## src/rtl/cache_write_queue_if.sv

```systemverilog
// Cache write port bundle: pipeline control, store/load/AMO sources, the cache
// entry read back at the store index, and the single arbitrated write port.
interface cache_write_queue_if #(
  parameter int XLEN            = 32,
  parameter int CacheIndexWidth = 7,
  parameter int CacheTagWidth   = 7,
  parameter int QueueDepth      = 4
);
  localparam int ByteLanes  = XLEN / 8;
  localparam int CountWidth = $clog2(QueueDepth) + 1;

  logic                       i_stall;
  logic                       i_flush;
  logic [ByteLanes-1:0]       i_store_be;
  logic [CacheIndexWidth-1:0] i_store_index;
  logic [CacheTagWidth-1:0]   i_store_tag;
  logic [XLEN-1:0]            i_store_data;
  logic                       i_load_valid;
  logic [CacheIndexWidth-1:0] i_load_index;
  logic [CacheTagWidth-1:0]   i_load_tag;
  logic [XLEN-1:0]            i_load_data;
  logic                       i_amo_we;
  logic [CacheIndexWidth-1:0] i_amo_index;
  logic [CacheTagWidth-1:0]   i_amo_tag;
  logic [XLEN-1:0]            i_amo_data;
  logic [CacheTagWidth-1:0]   i_cache_read_tag;
  logic [ByteLanes-1:0]       i_cache_read_valid;
  logic                       o_we;
  logic [ByteLanes-1:0]       o_be;
  logic [CacheIndexWidth-1:0] o_index;
  logic [CacheTagWidth-1:0]   o_tag;
  logic [XLEN-1:0]            o_data;
  logic [ByteLanes-1:0]       o_valid;
  logic                       o_queue_full;
  logic [CountWidth-1:0]      o_queue_count;

  modport master (
    output i_stall, i_flush, i_store_be, i_store_index, i_store_tag, i_store_data,
           i_load_valid, i_load_index, i_load_tag, i_load_data,
           i_amo_we, i_amo_index, i_amo_tag, i_amo_data,
           i_cache_read_tag, i_cache_read_valid,
    input  o_we, o_be, o_index, o_tag, o_data, o_valid, o_queue_full, o_queue_count
  );

  modport slave (
    input  i_stall, i_flush, i_store_be, i_store_index, i_store_tag, i_store_data,
           i_load_valid, i_load_index, i_load_tag, i_load_data,
           i_amo_we, i_amo_index, i_amo_tag, i_amo_data,
           i_cache_read_tag, i_cache_read_valid,
    output o_we, o_be, o_index, o_tag, o_data, o_valid, o_queue_full, o_queue_count
  );
endinterface

```

## src/rtl/cache_write_queue.sv

```systemverilog
// Arbitrates the cache write port (AMO > store > load-fill drain) and queues load fills.
// Optional CACHE_WRITE_QUEUE_MERGE_EN: same-tag stores merge into queued fills instead of killing them.
module cache_write_queue #(
  parameter int XLEN            = 32,
  parameter int CacheIndexWidth = 7,
  parameter int CacheTagWidth   = 7,
  parameter int QueueDepth      = 4
) (
  input logic i_clk,
  input logic i_rst,
  cache_write_queue_if.slave bus
);
  localparam int ByteLanes  = XLEN / 8;
  localparam int PtrWidth   = $clog2(QueueDepth);
  localparam int CountWidth = PtrWidth + 1;

  logic [CacheIndexWidth-1:0] q_index [QueueDepth];
  logic [CacheTagWidth-1:0]   q_tag   [QueueDepth];
  logic [XLEN-1:0]            q_data  [QueueDepth];
  logic [QueueDepth-1:0]      q_live, live_next, kill_vec;
  logic [PtrWidth-1:0]        rd_ptr, wr_ptr;
  logic [CountWidth-1:0]      count;

  logic                       store_we, write_en, empty, full, pop, push, push_live;
  logic [CacheIndexWidth-1:0] wr_index;
  logic [XLEN-1:0]            push_data;

  assign store_we = |bus.i_store_be;
  assign write_en = bus.i_amo_we | store_we;
  assign wr_index = bus.i_amo_we ? bus.i_amo_index : bus.i_store_index;
  assign empty    = (count == '0);
  assign full     = (count == CountWidth'(QueueDepth));
  assign pop      = ~empty & ~write_en;
  assign push     = bus.i_load_valid & ~bus.i_stall & ~bus.i_flush & (~full | pop);

`ifdef CACHE_WRITE_QUEUE_MERGE_EN
  logic [QueueDepth-1:0] merge_vec;
  logic                  push_merge;

  function automatic logic [XLEN-1:0] merge_bytes(input logic [XLEN-1:0] old_d,
                                                  input logic [XLEN-1:0] new_d,
                                                  input logic [ByteLanes-1:0] be);
    logic [XLEN-1:0] r;
    r = old_d;
    for (int b = 0; b < ByteLanes; b++)
      if (be[b]) r[b*8 +: 8] = new_d[b*8 +: 8];
    return r;
  endfunction
`endif

  // The store/AMO being written is younger than every queued fill, so matching fills must not land after it.
  always_comb begin
    kill_vec  = '0;
    push_live = 1'b1;
    push_data = bus.i_load_data;
`ifdef CACHE_WRITE_QUEUE_MERGE_EN
    merge_vec  = '0;
    push_merge = 1'b0;
    for (int i = 0; i < QueueDepth; i++)
      if (write_en && q_live[i] && q_index[i] == wr_index) begin
        if (!bus.i_amo_we && q_tag[i] == bus.i_store_tag) merge_vec[i] = 1'b1;
        else                                              kill_vec[i]  = 1'b1;
      end
    if (write_en && bus.i_load_index == wr_index) begin
      if (!bus.i_amo_we && bus.i_load_tag == bus.i_store_tag) push_merge = 1'b1;
      else                                                    push_live  = 1'b0;
    end
    if (push_merge) push_data = merge_bytes(bus.i_load_data, bus.i_store_data, bus.i_store_be);
`else
    for (int i = 0; i < QueueDepth; i++)
      if (write_en && q_live[i] && q_index[i] == wr_index) kill_vec[i] = 1'b1;
    if (write_en && bus.i_load_index == wr_index) push_live = 1'b0;
`endif
    live_next = q_live & ~kill_vec;
    if (pop)  live_next[rd_ptr] = 1'b0;
    if (push) live_next[wr_ptr] = push_live;
  end

  always_ff @(posedge i_clk) begin
`ifdef CACHE_WRITE_QUEUE_MERGE_EN
    for (int i = 0; i < QueueDepth; i++)
      if (merge_vec[i]) q_data[i] <= merge_bytes(q_data[i], bus.i_store_data, bus.i_store_be);
`endif
    if (push) begin
      q_index[wr_ptr] <= bus.i_load_index;
      q_tag[wr_ptr]   <= bus.i_load_tag;
      q_data[wr_ptr]  <= push_data;
    end
  end

  always_ff @(posedge i_clk) begin
    if (i_rst) begin
      q_live <= '0;
      rd_ptr <= '0;
      wr_ptr <= '0;
      count  <= '0;
    end else begin
      q_live <= live_next;
      if (pop)  rd_ptr <= rd_ptr + 1'b1;
      if (push) wr_ptr <= wr_ptr + 1'b1;
      case ({push, pop})
        2'b10:   count <= count + 1'b1;
        2'b01:   count <= count - 1'b1;
        default: count <= count;
      endcase
    end
  end

  always_comb begin
    bus.o_we    = 1'b0;
    bus.o_be    = '0;
    bus.o_valid = '0;
    bus.o_index = q_index[rd_ptr];
    bus.o_tag   = q_tag[rd_ptr];
    bus.o_data  = q_data[rd_ptr];
    if (bus.i_amo_we) begin
      bus.o_we    = 1'b1;
      bus.o_be    = '1;
      bus.o_valid = '1;
      bus.o_index = bus.i_amo_index;
      bus.o_tag   = bus.i_amo_tag;
      bus.o_data  = bus.i_amo_data;
    end else if (store_we) begin
      bus.o_we    = 1'b1;
      bus.o_be    = bus.i_store_be;
      bus.o_valid = (bus.i_cache_read_tag == bus.i_store_tag)
                    ? (bus.i_store_be | bus.i_cache_read_valid) : bus.i_store_be;
      bus.o_index = bus.i_store_index;
      bus.o_tag   = bus.i_store_tag;
      bus.o_data  = bus.i_store_data;
    end else if (!empty) begin
      bus.o_we    = q_live[rd_ptr];
      bus.o_be    = '1;
      bus.o_valid = '1;
    end
    if (i_rst) bus.o_we = 1'b0;
  end

  assign bus.o_queue_full  = full;
  assign bus.o_queue_count = count;
endmodule

```

## src/flat_wrapper.sv

```systemverilog
// flat-port wrapper written by rule: the top's interface ports become plain ports
module cache_write_queue_flat 
#(
  parameter int XLEN            = 32,
  parameter int CacheIndexWidth = 7,
  parameter int CacheTagWidth   = 7,
  parameter int QueueDepth      = 4
)
  (i_clk, i_rst, bus_i_stall, bus_i_flush, bus_i_store_be, bus_i_store_index, bus_i_store_tag, bus_i_store_data, bus_i_load_valid, bus_i_load_index, bus_i_load_tag, bus_i_load_data, bus_i_amo_we, bus_i_amo_index, bus_i_amo_tag, bus_i_amo_data, bus_i_cache_read_tag, bus_i_cache_read_valid, bus_o_we, bus_o_be, bus_o_index, bus_o_tag, bus_o_data, bus_o_valid, bus_o_queue_full, bus_o_queue_count);
  cache_write_queue_if #(.XLEN(XLEN), .CacheIndexWidth(CacheIndexWidth), .CacheTagWidth(CacheTagWidth), .QueueDepth(QueueDepth)) bus_i ();
  input logic i_clk;
  input logic i_rst;
  input wire logic [$bits(bus_i.i_stall)-1:0] bus_i_stall;
  input wire logic [$bits(bus_i.i_flush)-1:0] bus_i_flush;
  input wire logic [$bits(bus_i.i_store_be)-1:0] bus_i_store_be;
  input wire logic [$bits(bus_i.i_store_index)-1:0] bus_i_store_index;
  input wire logic [$bits(bus_i.i_store_tag)-1:0] bus_i_store_tag;
  input wire logic [$bits(bus_i.i_store_data)-1:0] bus_i_store_data;
  input wire logic [$bits(bus_i.i_load_valid)-1:0] bus_i_load_valid;
  input wire logic [$bits(bus_i.i_load_index)-1:0] bus_i_load_index;
  input wire logic [$bits(bus_i.i_load_tag)-1:0] bus_i_load_tag;
  input wire logic [$bits(bus_i.i_load_data)-1:0] bus_i_load_data;
  input wire logic [$bits(bus_i.i_amo_we)-1:0] bus_i_amo_we;
  input wire logic [$bits(bus_i.i_amo_index)-1:0] bus_i_amo_index;
  input wire logic [$bits(bus_i.i_amo_tag)-1:0] bus_i_amo_tag;
  input wire logic [$bits(bus_i.i_amo_data)-1:0] bus_i_amo_data;
  input wire logic [$bits(bus_i.i_cache_read_tag)-1:0] bus_i_cache_read_tag;
  input wire logic [$bits(bus_i.i_cache_read_valid)-1:0] bus_i_cache_read_valid;
  output wire logic [$bits(bus_i.o_we)-1:0] bus_o_we;
  output wire logic [$bits(bus_i.o_be)-1:0] bus_o_be;
  output wire logic [$bits(bus_i.o_index)-1:0] bus_o_index;
  output wire logic [$bits(bus_i.o_tag)-1:0] bus_o_tag;
  output wire logic [$bits(bus_i.o_data)-1:0] bus_o_data;
  output wire logic [$bits(bus_i.o_valid)-1:0] bus_o_valid;
  output wire logic [$bits(bus_i.o_queue_full)-1:0] bus_o_queue_full;
  output wire logic [$bits(bus_i.o_queue_count)-1:0] bus_o_queue_count;
  assign bus_i.i_stall = bus_i_stall;
  assign bus_i.i_flush = bus_i_flush;
  assign bus_i.i_store_be = bus_i_store_be;
  assign bus_i.i_store_index = bus_i_store_index;
  assign bus_i.i_store_tag = bus_i_store_tag;
  assign bus_i.i_store_data = bus_i_store_data;
  assign bus_i.i_load_valid = bus_i_load_valid;
  assign bus_i.i_load_index = bus_i_load_index;
  assign bus_i.i_load_tag = bus_i_load_tag;
  assign bus_i.i_load_data = bus_i_load_data;
  assign bus_i.i_amo_we = bus_i_amo_we;
  assign bus_i.i_amo_index = bus_i_amo_index;
  assign bus_i.i_amo_tag = bus_i_amo_tag;
  assign bus_i.i_amo_data = bus_i_amo_data;
  assign bus_i.i_cache_read_tag = bus_i_cache_read_tag;
  assign bus_i.i_cache_read_valid = bus_i_cache_read_valid;
  assign bus_o_we = bus_i.o_we;
  assign bus_o_be = bus_i.o_be;
  assign bus_o_index = bus_i.o_index;
  assign bus_o_tag = bus_i.o_tag;
  assign bus_o_data = bus_i.o_data;
  assign bus_o_valid = bus_i.o_valid;
  assign bus_o_queue_full = bus_i.o_queue_full;
  assign bus_o_queue_count = bus_i.o_queue_count;
  cache_write_queue #(.XLEN(XLEN), .CacheIndexWidth(CacheIndexWidth), .CacheTagWidth(CacheTagWidth), .QueueDepth(QueueDepth)) u_core (.i_clk(i_clk), .i_rst(i_rst), .bus(bus_i));
endmodule
```

## config.mk

```make
export PLATFORM = sky130hd
export DESIGN_NAME = cache_write_queue_flat
export DESIGN_NICKNAME = d
export VERILOG_FILES = /design/src/rtl/cache_write_queue_if.sv /design/src/rtl/cache_write_queue.sv /design/src/flat_wrapper.sv
export SDC_FILE = /design/constraint.sdc
export NUM_CORES = 1
export LEC_CHECK = 0
export CAP_MARGIN = 20
export CORE_MARGIN = 10
export CORE_UTILIZATION = 45
export DETAILED_ROUTE_END_ITERATION = 7
export PLACE_DENSITY_LB_ADDON = 0.3
export SLEW_MARGIN = 25
export SYNTH_ARGS = -nofsm -noshare
export SYNTH_HDL_FRONTEND = slang
export SYNTH_SLANG_ARGS = --single-unit
```

## constraint.sdc

```tcl
create_clock -name i_clk -period 3.5 [get_ports i_clk]
set_clock_uncertainty 0.2 [all_clocks]
set_input_delay 0.7 -clock i_clk [delete_from_list [all_inputs] [get_ports i_clk]]
set_output_delay 0.7 -clock i_clk [all_outputs]
set_load 0.02 [all_outputs]
```

# After elaboration in Yosys (flattened, before gate mapping)
# Memories as Yosys holds them, arrays and structs flattened. A register that Yosys moved wholly into a read port is not among the register bits.
# Cells that the tools add are included.
[classes]
bitwise = 16
eq_ne = 9
reduce_logical = 14
mux = 40
n_lt_le_gt_ge = 4
add_sub_neg = 4
[op_table]
columns = ["op", "n"]
rows = [
  ["two-way mux 32 bit", 2],
  ["== test 7 bit", 6],
  ["two-way mux 7 bit", 5],
  ["two-way mux 4 bit", 8],
  ["two-way mux 1 bit", 14],
  ["two-way mux 2 bit", 6],
  ["logical AND 1 bit", 11],
  ["AND 4 bit", 2],
  ["inverter 4 bit", 2],
  ["less-than comparator 2 x 3 -> 1 bit (second input constant)", 2],
  ["one-hot mux 3 bit (2 select lines)", 1],
  ["inverter 1 bit", 5],
  ["adder 2 x 1 -> 2 bit (second input constant)", 2],
  ["AND 1 bit", 4],
  ["bitwise mux 4 bit", 1],
  ["demux 1 bit (select 2 bit)", 2],
  [">= comparator 2 x 1 -> 1 bit (second input constant)", 2],
  ["bitwise OR 4 bit", 1],
  ["OR reduction 4 bit", 1],
  ["adder 3 x 1 -> 3 bit (second input constant)", 1],
  ["== test 3 bit (second input constant)", 1],
  ["logical NOT 3 bit", 1],
  ["subtractor 3 x 1 -> 3 bit (second input constant)", 1],
  ["binary-select mux 1 bit (select 2 bit)", 1],
  ["other kinds (4)", 5],
]
[word_totals]
n_memories = 3
ram_bits = 184
wordCells = 94
output_inout_bits = 59
register_bits = 11
input_bits = 159
[memory_table]
columns = ["name", "words", "width", "rd", "rd_ports_with_merged_regs", "write_ports", "line_no", "rtl"]
rows = [
  ["u_core.q_data", 4, 32, 1, 1, 1, "cache_write_queue.sv:19", "logic [XLEN-1:0] q_data [QueueDepth];"],
  ["u_core.q_index", 4, 7, 5, 1, 1, "cache_write_queue.sv:17", "logic [CacheIndexWidth-1:0] q_index [QueueDepth];"],
  ["u_core.q_tag", 4, 7, 1, 1, 1, "cache_write_queue.sv:18", "logic [CacheTagWidth-1:0] q_tag [QueueDepth];"],
]

# Longest topological paths before layout
# Gate-level depths: netlist of the first run.
[depth]
depth_word = 11
mapped_depth = 10
ltp_nobuf = 8

# Worst setup path before layout of the first run
# Ideal clock, no wire load.
[synth_path]
path_type = "in2reg"
start = "input port bus_i_store_be[1]"
end = "memory u_core.q_data[2][0] (enable)"
path_stages = 5
n_path_buf = 1
slack_ns = 0.062
arrival_time_ns = 2.829
t_required_ns = 2.891
setup_ns = 0.409
path_cell_list = "nor4_2 -> buf_2 -> nand2b_1 -> a21oi_2 -> and2_1"
[synth_via]
elab_chain_len = 8
[synth_rtl]
columns = ["element", "line_no", "rtl"]
rows = [
  ["from (decl)", "flat_wrapper.sv:15", "input wire logic [$bits(bus_i.i_store_be)-1:0] bus_i_store_be;"],
  ["OR reduction 4 bit", "cache_write_queue.sv:28", "assign store_we = |bus.i_store_be;"],
  ["bitwise OR 1 bit", "cache_write_queue.sv:29", "assign write_en = bus.i_amo_we | store_we;"],
  ["inverter 1 bit", "cache_write_queue.sv:33", "assign pop = ~empty & ~write_en;"],
  ["AND 1 bit", "cache_write_queue.sv:33", ""],
  ["bitwise OR 1 bit", "cache_write_queue.sv:34", "assign push = bus.i_load_valid & ~bus.i_stall & ~bus.i_flush & (~full | pop);"],
  ["AND 1 bit", "cache_write_queue.sv:34", ""],
  ["two-way mux 1 bit", "cache_write_queue.sv:84", "if (push) begin"],
  ["two-way mux 1 bit (not written as such)", "cache_write_queue.sv:87", "q_data[wr_ptr] <= push_data;"],
  ["to (decl)", "cache_write_queue.sv:19", ""],
]
# Every way passes these cells.

# Final worst setup path of the first run
[layout_path]
start = "input port bus_i_store_be[1]"
end = "output port bus_o_tag[3]"
[layout_via]
elab_chain_len = 3
[layout_rtl]
columns = ["element", "line_no", "rtl"]
rows = [
  ["OR reduction 4 bit", "cache_write_queue.sv:28", ""],
  ["two-way mux 7 bit", "cache_write_queue.sv:123", "end else if (store_we) begin"],
  ["two-way mux 7 bit", "cache_write_queue.sv:116", "if (bus.i_amo_we) begin"],
  ["to (decl)", "flat_wrapper.sv:32", "output wire logic [$bits(bus_i.o_tag)-1:0] bus_o_tag;"],
]
# Every way passes these cells.

==> flow_results.org, run 1 <==
** Worst hold path
- The path with the worst hold slack has its endpoint at u_core.wr_ptr[1]$_SDFFE_PP0P_.
- Hold wc startpoint :: u_core.wr_ptr[1]$_SDFFE_PP0P_
- The tightest min-delay check is of the reg -> reg type.
- The worst hold path was traced through 2 stages.

** Layout
- Area growth from synthesis to layout :: 35.7%
- Ratio of cells with drive above 1 in the final layout :: 19.8%
- Number of standard cells in the layout, taps in and fillers out :: 1102
- At the end of the flow the core is filled with cells to between 60% and 70%.
- Ant diodes :: 0
- Fill cells in the final layout number roughly 1500.
- Final net count :: approximately 1000

** Yosys
- Mapped Area :: 9160 um2
- The synthesized design contains about 180 enable-type register cells.
- After synthesis the netlist holds a flip-flop and latch count of 197.
- Most frequently used cell type in the post-synthesis netlist :: sky130_fd_sc_hd__edfxtp_1
- Share of flip-flops with an asynchronous set or reset after synthesis :: 0%
- Top cell types by occurrence after synthesis :: 184 x sky130_fd_sc_hd__edfxtp_1, 50 x sky130_fd_sc_hd__nand2_1, 48 x sky130_fd_sc_hd__mux2i_1
- Synth Flop Type :: sky130_fd_sc_hd__edfxtp_1
- Largest area contributor in the netlist :: sky130_fd_sc_hd__edfxtp_1
- After synthesis, the netlist uses between 40 and 50 different library cells.
- The Yosys step of the flow raised 0 warnings.
- Averaged over all synthesized cells, the footprint is 16.0 um2.
- Portion of the post-synthesis area used by sequential elements :: 63.2%
- When the netlist entered floorplanning its net count stood at around 740.
- Yosys top cell area share :: roughly three fifths
- After technology mapping, the gate count stands at around 570.
- Ranking of synthesized cells by area :: sky130_fd_sc_hd__edfxtp_1 60%, sky130_fd_sc_hd__mux4_2 12%, sky130_fd_sc_hd__mux2i_1 5.2%

** Die
- From bottom edge to top edge, the die measures approximately 160 um.
- In this run the count of I/O pins placed on the die edge is 218.
- Total Die Area :: 26500 um2
- Horizontal die dimension :: around 160 um
- After floorplanning, the core was sized to cover slightly above 20000 um2.
- Row Count :: between 50 and 60
- Starting density of the core :: a little under half

** Critical path
- Critical path required time :: between 2 and 3 ns
- Arrival @ worst endpoint :: between 2 and 3 ns
- On the critical path the largest part of the delay comes from buffers and inverters.
- Capture instance of the worst register-to-register path :: u_core.bus.o_queue_count[1]$_SDFFE_PP0P_
- Critical Path Start Type :: input pin
- Setup slack of the worst register-to-register path :: between 1 and 1.5 ns
- Category of the most critical setup path :: in -> out
- On the critical path, the stage with the largest delay is an instance of sky130_fd_sc_hd__clkdlybuf4s50_1.
- Worst Reg-to-Reg Cells :: 7
- On the worst path, the slowest cell contributes a delay of between 0.4 and 0.5 ns.
- Together, buffers and inverters on the worst path number 4.
- Cells traversed along the worst timing path :: clkdlybuf4s50_1 > nor4_4 > buf_6 > buf_12 > mux2i_1 > o21ai_0 > dlygate4sd2_1
- Maximum fanout along the worst path :: 13
- Critical Path Sink Type :: output pin
- Launch point of the worst reg-to-reg path :: u_core.bus.o_queue_count[2]$_SDFFE_PP0P_

** Pwr
- Summed over all cells, the static leakage comes to approximately 4 nW.
- Maximum VDD drop :: approximately 330 uV
- In this run the power density over the cells is between 400 and 500 nW/um2.
- Total design power :: 5.13 mW

** GRT
- In the global route stage, overall resource usage came out at 17.0%.
- The number of global-route vias before repair is 6323.
- Total global routing overflow :: 0
- Wire length of the first global-routing pass :: around 35000 um
- Pin count of the biggest net entering global routing :: 48
- Initial antenna violation count :: 4

** Placed design
- Number of placed cells counting well taps :: ~1100
- HPWL Detailed :: 16500 um
- Port buffering added approximately 220 buffers.
- The congestion estimate from routability-driven global placement came to between 0.8 and 0.9.

** STA
- Summed over all failing endpoints, the final setup total negative slack is 0 ns.
- Max-slew violation count :: 0
- For the pin with the worst max-slew slack, the measured transition is between 0.5 and 0.6 ns.
- Max Clk Rate :: 0.291 GHz
- For the finished layout, the period the worst path requires is between 3 and 4 ns.
- The worst pin sits at a relative slew slack of about three fifths.
- The number of hold-slack violations in the final timing report is 0.
- Setup violations remaining at the end of the flow were counted as 0.
- Setup repair after global routing could not meet its margin everywhere.
- The final critical path takes up 98.2% of the cycle.

** Clocking
- TritonCTS created 17 clock buffers.
- Clock insertion delay at the later pin of the skew report :: between 0.4 and 0.5 ns
- Sinks on the clock net :: 197
- Clock transition at the register clock pins on the worst setup and hold paths after CTS :: ~0.07 ns
- In this run the number of H-tree levels came out at 4.
- TritonCTS clock tree :: yes
- The number of hold buffers added after CTS was 0.
- Clock tree root buffer cell :: sky130_fd_sc_hd__clkbuf_16
- Counting along the longest clock path gives a buffer depth of 2.

** Detailed routing
- Wires add up to around 23000 um.
- Avg WL per Cell :: ~21 um
- Post-route antenna net violation count :: 0
- In the routed design, unresolved DRC markers number 0.
- In this run, the number of DRC markers left after iteration 0 of detailed routing was between 300 and 400.
- Average via count per standard cell :: between 5 and 6
- Detailed-router iteration count before antenna repair :: 4
- Total vias in the final route :: around 5800

** Status
- The run finished with clean final reports.

** Flow run
- Across the run, the number of max-cap violations was 0.
-- cell usage in the layout, fill, tap and decap left out, types with 17 or more instances in the layout --
cell type and instances:
sky130_fd_sc_hd__xor2_1 23, sky130_fd_sc_hd__edfxtp_1 184, sky130_fd_sc_hd__mux4_2 47, sky130_fd_sc_hd__nand2_1 50, sky130_fd_sc_hd__o21ai_0 46, sky130_fd_sc_hd__buf_4 28, sky130_fd_sc_hd__clkdlybuf4s50_1 161, sky130_fd_sc_hd__clkbuf_2 27
sky130_fd_sc_hd__mux2i_1 48, sky130_fd_sc_hd__clkbuf_16 17, sky130_fd_sc_hd__xnor2_1 27
-- layer usage --
metal / routed length (um) / vias up / track usage (%)
met3: 1580 / 26 / 5.51
met1: 8770 / 2877 / 19.6
met4: 247 / 6 / 5.12
li1: - / 2728 / -
met2: 12000 / 172 / 29.5
met5: 34 / - / 0
-- worst register-to-register path, stage by stage, from the launching register on --
cell and delay (ns):
sky130_fd_sc_hd__dfxtp_1 0.37, sky130_fd_sc_hd__or3_1 0.48, sky130_fd_sc_hd__and2_1 0.19, sky130_fd_sc_hd__nand2_1 0.08
sky130_fd_sc_hd__fa_1 0.45, sky130_fd_sc_hd__a21oi_1 0.12, sky130_fd_sc_hd__o311ai_0 0.13, sky130_fd_sc_hd__a221oi_1 0.31
-- state kept, by name (all words and copies together), names as in the netlist, named ones only --
name / flops
u_core.q_tag: 28
u_core.wr_ptr: 2
u_core.rd_ptr: 2
u_core.q_index: 28
u_core.q_live: 4
u_core.q_data: 128
u_core.bus.o_queue_count: 3
-- how the worst max path moves through the flow --
stage / cells after the start / start / endpoint
3_3_place_gp: 8 / bus_i_store_tag[2] / bus_o_valid[2]
2_1_floorplan: 5 / bus_i_store_be[1] / u_core.q_data[2][0]$_DFFE_PP_
3_5_place_dp: 8 / bus_i_store_tag[4] / bus_o_valid[0]
4_1_cts: 7 / bus_i_store_be[0] / bus_o_data[24]
6_report: 7 / bus_i_store_be[1] / bus_o_tag[3]
5_1_grt: 7 / bus_i_store_be[1] / bus_o_data[26]
-- power breakdown --
part           switching (mW)  internal [mW]
Combinational           0.278          0.312
Clock                   0.864           1.07
Sequential            0.00797           2.60
Total                    1.15           3.98
-- cell type report --
cell class | instances | area [um2] | share of cell area [%]
multi-input combinational | 340 | 3230 | 26.0
inverter | 6 | 22.5 | 0.181
tap | 270 | 338 | 2.72
clock inverter | 14 | 165 | 1.33
sequential | 197 | 5790 | 46.6
clock buffer | 18 | 429 | 3.45
timing repair buffer | 257 | 2450 | 19.8
-- logic make-up (layout without fill, tap and decap cells) --
logic type / after synthesis / in the layout / share of synthesized area [%]
flops: 197 / 197 / 63.2
mux: 102 / 102 / 18.4
simple gates: 100 / 100 / 5.32
compound gates: 79 / 79 / 5.08
xor+xnor: 50 / 50 / 4.78
buf+inv: 37 / 295 / 1.90
fa+ha+maj: 9 / 9 / 1.31
-- timing repair --
item	CTS	global route
endpoints found under the setup margin	55	43
gates cloned	0	1
resized for setup	66	85
hold endpoints to repair	0	0
setup buffers	0	5
pin swaps	0	4
-- stage by stage --
| stage | hold slack, ns | setup slack (ns) | cell area (um2) |
|---|---|---|---|
| CTS | 0.368 | -0.0181 | 12500 |
| global route | 0.385 | -0.0430 | 12400 |
| finish | 0.376 | 0.0628 | 12400 |
| global placement | 0.335 | -0.548 | 11900 |
| floorplan | 0.314 | 0.0620 | 9160 |
| detailed placement | 0.347 | -0.583 | 11900 |
Note: power is estimated with default switching activity, not from simulation.
==> run 2: changes to the inputs <==
- ABC_AREA: not set -> 1
- CORE_UTILIZATION: 45 -> 46
==> flow_results.org, run 2 <==
** Pwr
- Maximum VDD drop :: 334 uV (+0.75%)
- Part of the power in the clock network :: 36.7% (-1.1 points)
- The leakage power came to 4.95 nW (+21%).
- The internal cell power came to 3.88 mW (-2.5%).
- The power density normalized to cell area came to 405 nW/um2 (-1.9%).
- Combinational fraction of design power :: 12.7% (+1.2 points)
- The total power was 5.16 mW (+0.53%).
- The switching power of the nets was 1.27 mW (+11%).
- The sequential fraction of design power was 50.6% (about the same).
- Net switching fraction of the power :: 24.7% (+2.3 points)

** Yosys
- Number of warning messages in the yosys log :: 0 (unchanged)
- Largest area contributor in the netlist :: sky130_fd_sc_hd__edfxtp_1
- The gate count of the mapped netlist was 966 (+68%).
- The total nets after synthesis is 1134 (+53%).
- The post-synthesis average cell area is 9.73 um2 (-39%).
- Cell variety after synth :: 32 (-26%)
- Flip-flop and latch count after synthesis :: 197 (unchanged)
- Mapped Area :: 9400 um2 (+2.7%)
- Number of enable-type register cells in the synthesized netlist :: 184 (unchanged)
- Yosys top cell area share :: 58.8% (-1.6 points)
- Yosys instantiated no cell more often than sky130_fd_sc_hd__edfxtp_1.
- Ranking of synthesized cells by area :: sky130_fd_sc_hd__edfxtp_1 59%, sky130_fd_sc_hd__nor2_1 6.9%, sky130_fd_sc_hd__nand2_1 5.8%
- Among all flip-flop cells after synthesis, the most frequent one is sky130_fd_sc_hd__edfxtp_1.
- Share of flip-flops with an asynchronous set or reset after synthesis :: 0% (unchanged)
- The post-synthesis sequential area ratio was 61.5% (-1.6 points).
- Top cell types by occurrence after synthesis :: 184 x sky130_fd_sc_hd__edfxtp_1, 174 x sky130_fd_sc_hd__nor2_1, 144 x sky130_fd_sc_hd__nand2_1

** Layout
- Final net count :: 1354 (+37%)
- The number of diodes added for antenna fixing came to 0 (unchanged).
- The footprint of the flip-flops and latches was 5790 um2 (about the same).
- Largest registers :: u_core.q_data (128), u_core.q_index (28), u_core.q_tag (28)
- The area growth from synthesis to layout is 35.5%.
- Ratio of cells with drive above 1 in the final layout :: 8.67% (-11 points)
- The number of flip-flops under the largest register name was 128 (unchanged).
- The number of inserted filler cells in the final layout was 1619 (+8.4%).
- Most frequent cells in the layout :: 184 x sky130_fd_sc_hd__edfxtp_1, 170 x sky130_fd_sc_hd__nor2_1, 165 x sky130_fd_sc_hd__clkdlybuf4s50_1
- The multi-input gate area in the final layout is 3200 um2 (-0.85%).
- Register with the highest flop count :: u_core.q_data
- Most common library cell in the layout ignoring fill and taps :: sky130_fd_sc_hd__edfxtp_1

** GRT
- Wire length of the first global-routing pass :: 40000 um (+14%)
- Initial antenna violation count :: 0 (-4)
- Total global routing overflow :: 0 (unchanged)
- The combined global-route utilization of all metal layers was 19.2% (+2.2 points).
- The number of global-route vias before repair came to 7587 (+20%).
- Pin count of the biggest net entering global routing :: 43 (-10%)

** Clocking
- Sinks on the clock net :: 197 (unchanged)
- Deepest clock path buffer count :: 2 (unchanged)
- TritonCTS clock tree :: yes
- Clock transition at the register clock pins on the worst setup and hold paths after CTS :: 0.07 ns (about the same)
- Number of levels the H-tree was split into :: 4 (unchanged)
- Number of buffers inserted by post-CTS setup repair :: 0 (unchanged)
- TritonCTS buffer count :: 17 (unchanged)
- Clock insertion delay at the later pin of the skew report :: 0.43 ns (about the same)
- The cell sitting at the root of the clock tree is a sky130_fd_sc_hd__clkbuf_16.

** Critical path
- Setup slack of the worst register-to-register path :: 1.51 ns (+0.45 ns)
- Maximum fanout along the worst path :: 5 (-8)
- STA classifies the critical path endpoint as an output pin.
- In this run the critical register-to-register path is launched from u_core.bus.o_queue_count[1]$_SDFFE_PP0P_.
- Worst Reg-to-Reg Cells :: 9 (+2)
- The data arrival time of the critical path is 2.45 ns (-0.09 ns).
- The worst setup path is of the in -> out kind.
- In this run the critical register-to-register path is captured at u_core.bus.o_queue_count[2]$_SDFFE_PP0P_.
- The worst setup path is launched from an input pin.
- Critical path required time :: 2.60 ns (about the same)

** Die
- Vertical die dimension :: 163 um (+0.18%)
- Row Count :: 52 (unchanged)
- The top-level port count came to 218 (unchanged).
- Starting density of the core :: 46.6% (+1.1 points)
- The area of the die was 26600 um2 (+0.36%).
- Area of the core :: 20200 um2 (+0.32%)
- Horizontal die dimension :: 163 um (+0.18%)

** Placed design
- The worst setup slack after placement is -0.0477 ns (+0.535 ns).
- Port-buffer cells :: 217 (unchanged)
- RD Place Congestion :: 0.925 (+12%)
- HPWL Detailed :: 18500 um (+12%)

** STA
- Final clock period utilization by the worst path :: 95.8% (-2.4 points)
- The maximum achievable frequency came to 0.298 GHz (+2.5%).
- Setup repair after global routing left no endpoint under its margin.
- The final worst-path setup slack came to 0.147 ns (+0.0841 ns).
- Final hold vios :: 0 (unchanged)
- Number of endpoints failing setup at the final stage :: 0 (unchanged)
- The worst max-slew margin expressed relative to the limit was 68.9% (+8.7 points).
- The measured slew at the worst slew-check pin came to 0.466 ns (-0.130 ns).
- Max-slew violation count :: 0 (unchanged)
- The post-route setup TNS is 0 ns (unchanged).
- Tmin final :: 3.35 ns (-0.0841 ns)

** Detailed routing
- Avg WL per Cell :: 17.9 um (-13%)
- The total length of routed wires was 26300 um (+16%).
- The number of nets with antenna violations after detailed routing is 0 (unchanged).
- Average via count per standard cell :: 5.28 (+0.15%)
- The detailed router's first-iteration violation count came to 569 (+73%).
- Total vias in the final route :: 7755 (+33%)
- The iteration count of the initial detailed-routing pass is 5 (+1).
- Drc violations :: 0 (unchanged)

** Worst hold path
- Number of cells on the worst hold path :: 2 (unchanged)
- Hold wc startpoint :: u_core.wr_ptr[1]$_SDFFE_PP0P_
- In this run the worst hold path is classified as reg -> reg.
- Endpoint of the worst hold path :: u_core.wr_ptr[1]$_SDFFE_PP0P_

** Flow run
- Max-Cap Viols :: 0 (unchanged)

** Status
- The run finished with clean final reports.
run 2: worst max-delay path by stage:
stage	from	end	slack [ns]
final	bus_i_store_be[1]	bus_o_index[0]	0.15
after global routing	flop	bus_o_index[0]	0.01
after CTS	bus_i_store_be[0]	bus_o_tag[2]	0.03
after detailed placement	bus_i_store_be[1]	bus_o_valid[3]	-0.05
after global placement	bus_i_store_be[0]	bus_o_valid[0]	-0.03
after floorplan	bus_i_store_be[0]	u_core.q_live[0]$_SDFF_PP0_	-0.38
run 2: repair_timing:
action | in CTS | in global routing
hold buffers | 0 | 0
endpoints found under the setup margin | 38 | 32
resized for setup | 23 | 30
run 2: stage by stage:
stage / utilization (%) / hold slack, ns / cells / cell area [um2]
after floorplan: - / 0.290 / 966 / 9400
after global placement: 60.0 / 0.314 / 1437 / 12100
after detailed placement: 60.0 / 0.322 / 1437 / 12100
after CTS: 62.8 / 0.333 / 1469 / 12700
after global routing: 63.2 / 0.380 / 1469 / 12700
final: 63.2 / 0.330 / 1469 / 12700
run 2: logic make-up after synthesis:
| logic type | share of synthesized area [%] |
|---|---|
| AOI/OAI and AO/OA | 14.2 |
| xor gates and xnor gates | 0.652 |
| adders and majority gates | 1.28 |
| buffers and inverters | 4.76 |
| DFF | 61.5 |
| and+or+nand+nor | 17.6 |
run 2: power by group through the flow:
stage                     combinational (mW)  clock [mW]  sequential [mW]
after floorplan                        0.282           0             2.67
after global placement                 0.668           0             2.66
after detailed placement               0.675           0             2.66
after CTS                              0.664        1.92             2.61
after global routing                   0.708        2.03             2.61
final                                  0.653        1.89             2.61
run 2: cell type report:
cell class | instances | share of cell area [%]
Sequential cell | 197 | 45.4
Tap cell | 270 | 2.65
Clock inverter | 15 | 1.25
Timing Repair Buffer | 249 | 20.4
Clock buffer | 17 | 3.34
Multi-Input combinational cell | 661 | 25.1
Inverter | 60 | 1.78
run 2: critical path, cell delays in order:
cell                              delay, ns
sky130_fd_sc_hd__clkdlybuf4s50_1       0.50
sky130_fd_sc_hd__nor2_2                0.06
sky130_fd_sc_hd__nand2_2               0.09
sky130_fd_sc_hd__clkinv_2              0.14
sky130_fd_sc_hd__o2111ai_1             0.16
sky130_fd_sc_hd__o21ai_0               0.13
sky130_fd_sc_hd__inv_1                 0.07
sky130_fd_sc_hd__clkdlybuf4s50_1       0.61
run 2: routing by layer:
| layer | routed length (um) | part of all wire (%) | GRT usage, % |
|---|---|---|---|
| met5 | 0 | 0 | 0 |
| met2 | 13200 | 50 | 33.2 |
| met3 | 1980 | 7.5 | 5.66 |
| met4 | 258 | 0.98 | 5.08 |
| met1 | 10800 | 41 | 22.8 |
==> run 3: changes to the inputs <==
- GPL_TIMING_DRIVEN: not set -> 0
- clock period: 3.5 -> 2.87 ns (I/O delays scaled with it)
==> flow_results.org, run 3 (same netlist as run 2, synthesis figures left out) <==
** Layout
- More flip-flops sit in one register than any other, and that register is u_core.q_data.
- Largest registers :: u_core.q_data (128), u_core.q_index (28), u_core.q_tag (28)
- The number of flip-flops under the largest register name was 128 (unchanged).
- The share of final-layout standard cells stronger than drive strength 1 is 15.9% (+7.2 points).
- Relative to the synthesized area, the layout overhead comes to 36.6%.
- Cell area after layout :: 12800 um2 (+0.83%)
- In the layout the commonest cells are 184 x sky130_fd_sc_hd__edfxtp_1, 165 x sky130_fd_sc_hd__nor2_1, 157 x sky130_fd_sc_hd__clkdlybuf4s50_1.
- Final net count :: 1386 (+2.4%)
- The number of diodes added for antenna fixing came to 0 (unchanged).
- The library cell used most frequently in the layout, excluding fill and tap cells, is sky130_fd_sc_hd__edfxtp_1.

** Placed design
- The detailed placement HPWL was 20300 um (+10%).
- Port-buffer cells :: 217 (unchanged)
- The worst setup slack after placement is -1.18 ns (-1.13 ns).
- The weighted congestion reported at the end of routability-driven placement came to 0.927 (+0.22%).
- The placed instance area came to 12200 um2 (+0.44%).

** Detailed routing
- Avg WL per Cell :: 19.0 um (+6.5%)
- Post-route antenna net violation count :: 0 (unchanged)
- The iteration count of the initial detailed-routing pass came to 7 (+2).
- The detailed router's first-iteration violation count was 694 (+22%).
- Drc violations :: 0 (unchanged)
- Total detailed-routing wirelength :: 28600 um (+8.8%)
- Total vias in the final route :: 8055 (+3.9%)
- The via-per-instance ratio came to 5.37 (+1.7%).

** Critical path
- The setup path with the least slack is of type reg -> out.
- Setup slack of the worst register-to-register path :: 0.58 ns (-0.93 ns)
- Critical path required time :: 2.10 ns (-0.50 ns)
- STA classifies the critical path startpoint as a flop.
- The critical path ends at bus_o_index[0].
- Worst Reg-to-Reg Cells :: 7 (-2)
- STA classifies the critical path endpoint as an output pin.
- The data arrival time of the critical path is 2.04 ns (-0.41 ns).
- Launch point of the worst reg-to-reg path :: u_core.bus.o_queue_count[0]$_SDFFE_PP0P_
- Capture instance of the worst register-to-register path :: u_core.q_data[2][27]$_DFFE_PP_
- The maximum fanout along the worst path was 10 (+5).

** Clocking
- Deepest clock path buffer count :: 2 (unchanged)
- Clock transition at the register clock pins on the worst setup and hold paths after CTS :: 0.07 ns (about the same)
- The quantity of hold-fixing buffers added after cts was 0 (unchanged).
- The total CTS buffers was 17 (unchanged).
- TritonCTS built the clock tree.
- In this run the clock root is driven by a sky130_fd_sc_hd__clkbuf_16.
- The clock net sink count is 197 (unchanged).
- The clock insertion delay at the later pin of the skew report was 0.44 ns (about the same).
- The depth of the CTS H-tree is 4 (unchanged).

** Pwr
- The leakage power is 4.91 nW (-0.72%).
- Part of the power in the clock network :: 36.0% (-0.7 points)
- Proportion of power drawn by flip-flops and latches :: 51.1% (+0.5 points)
- Internal Dissipation :: 4.70 mW (+21%)
- The switching power of the nets is 1.54 mW (+21%).
- The power density normalized to cell area was 486 nW/um2 (+20%).
- The worst IR drop on VDD came to 507 uV (+52%).
- Combinational fraction of design power :: 12.9% (+0.2 points)
- Net switching fraction of the power :: 24.7% (-0.028 points)

** GRT
- Total global routing overflow :: 0 (unchanged)
- Initial antenna violation count :: 1 (+1)
- Vias in the first global route :: 8022 (+5.7%)
- The global-route wire length before repair was 43600 um (+8.9%).
- The pin count of the biggest net entering global routing is 22 (-49%).
- The combined global-route utilization of all metal layers came to 21.1% (+1.9 points).

** Die
- Horizontal die dimension :: 163 um (unchanged)
- Row Count :: 52 (unchanged)
- Total Die Area :: 26600 um2 (unchanged)
- The effective utilization at floorplan was 46.6% (unchanged).
- The placeable core region was 20200 um2 (unchanged).
- I/O Pins :: 218 (unchanged)
- The die outline height was 163 um (unchanged).

** STA
- Of the available clock period, the critical path in the final layout requires between 90% and 100%.
- Sum Neg Setup Slack :: 0 ns (unchanged)
- Final hold vios :: 0 (unchanged)
- The worst max-slew margin expressed relative to the limit is 55.7% (-13 points).
- Max-slew violation count :: 0 (unchanged)
- The final worst hold slack is 0.363 ns (+0.0330 ns).
- Number of endpoints failing setup at the final stage :: 0 (unchanged)
- Tightest Pin Transition :: 0.662 ns (+0.196 ns)
- The final worst-path setup slack came to 0.0535 ns (-0.0934 ns).
- Tmin final :: ~2.8 ns
- Setup repair after global routing left no endpoint under its margin.
- Max Clk Rate :: about 0.36 GHz

** Worst hold path
- Type of the most critical hold path :: reg -> reg

** Status
- Result of the run :: finished, final reports clean

** Flow run
- Max-Cap Viols :: 0 (unchanged)
==> run 3: layer usage <==
| layer | wire (um) | track usage (%) | vias to the layer above |
|---|---|---|---|
| met5 | 20 | 0 | - |
| met4 | 492 | 7.38 | 2 |
| met3 | 2330 | 5.43 | 37 |
| met2 | 13800 | 35.1 | 332 |
| met1 | 11900 | 26.0 | 3813 |
| li1 | - | - | 3871 |
==> run 3: through the flow <==
step / std cells / utilization (%) / power (mW)
6_report: 1501 / 63.7 / 6.24
5_1_grt: 1501 / 63.7 / 6.46
3_5_place_dp: 1462 / 60.3 / 4.08
4_1_cts: 1499 / 63.3 / 6.24
2_1_floorplan: 966 / - / 3.60
3_3_place_gp: 1453 / 59.1 / 4.05
==> run 3: repair_timing <==
item / 4_1_cts / 5_1_grt
gates resized for setup: 266 / 64
endpoints found under the setup margin: 55 / 54
buffers inserted: 4 / 2
gates cloned: 1 / 0
pin swaps: 3 / 3
==> run 3: power groups by stage <==
stage | Clock (mW) | Sequential [mW] | Combinational (mW)
final | 2.25 | 3.18 | 0.807
after global routing | 2.40 | 3.19 | 0.872
after global placement | 0 | 3.25 | 0.803
after floorplan | 0 | 3.25 | 0.345
after CTS | 2.26 | 3.19 | 0.795
after detailed placement | 0 | 3.25 | 0.826
==> run 3: critical path: stages (launching register included) <==
cell and delay (ns):
sky130_fd_sc_hd__dfxtp_4 0.37, sky130_fd_sc_hd__buf_8 0.15, sky130_fd_sc_hd__inv_6 0.11, sky130_fd_sc_hd__buf_6 0.17, sky130_fd_sc_hd__o21ai_0 0.09, sky130_fd_sc_hd__o2111ai_1 0.26
sky130_fd_sc_hd__o21ai_1 0.13, sky130_fd_sc_hd__inv_1 0.07, sky130_fd_sc_hd__clkdlybuf4s15_2 0.26
==> run 3: layout make-up <==
| cell class | count | area [um2] |
|---|---|---|
| Fill cell | 1631 | 7320 |
| Sequential cell | 197 | 5790 |
| Buffer | 48 | 393 |
| Tap cell | 270 | 338 |
| Inverter | 60 | 241 |
| Clock inverter | 15 | 143 |
| Multi-Input combinational cell | 662 | 3260 |
| Timing Repair Buffer | 232 | 2250 |
| Clock buffer | 17 | 425 |
==> run 3: worst min-delay path by stage <==
stage	startpoint	endpoint	slack, ns	depth (start not counted)
after floorplan	u_core.wr_ptr[1]$_SDFFE_PP0P_	u_core.wr_ptr[1]$_SDFFE_PP0P_	0.29	2
after global placement	u_core.wr_ptr[1]$_SDFFE_PP0P_	u_core.wr_ptr[1]$_SDFFE_PP0P_	0.32	2
after detailed placement	u_core.wr_ptr[1]$_SDFFE_PP0P_	u_core.wr_ptr[1]$_SDFFE_PP0P_	0.35	2
after CTS	u_core.wr_ptr[1]$_SDFFE_PP0P_	u_core.wr_ptr[1]$_SDFFE_PP0P_	0.36	2
after global routing	u_core.q_live[3]$_SDFF_PP0_	u_core.q_live[3]$_SDFF_PP0_	0.40	4
final	u_core.wr_ptr[1]$_SDFFE_PP0P_	u_core.wr_ptr[1]$_SDFFE_PP0P_	0.36	2
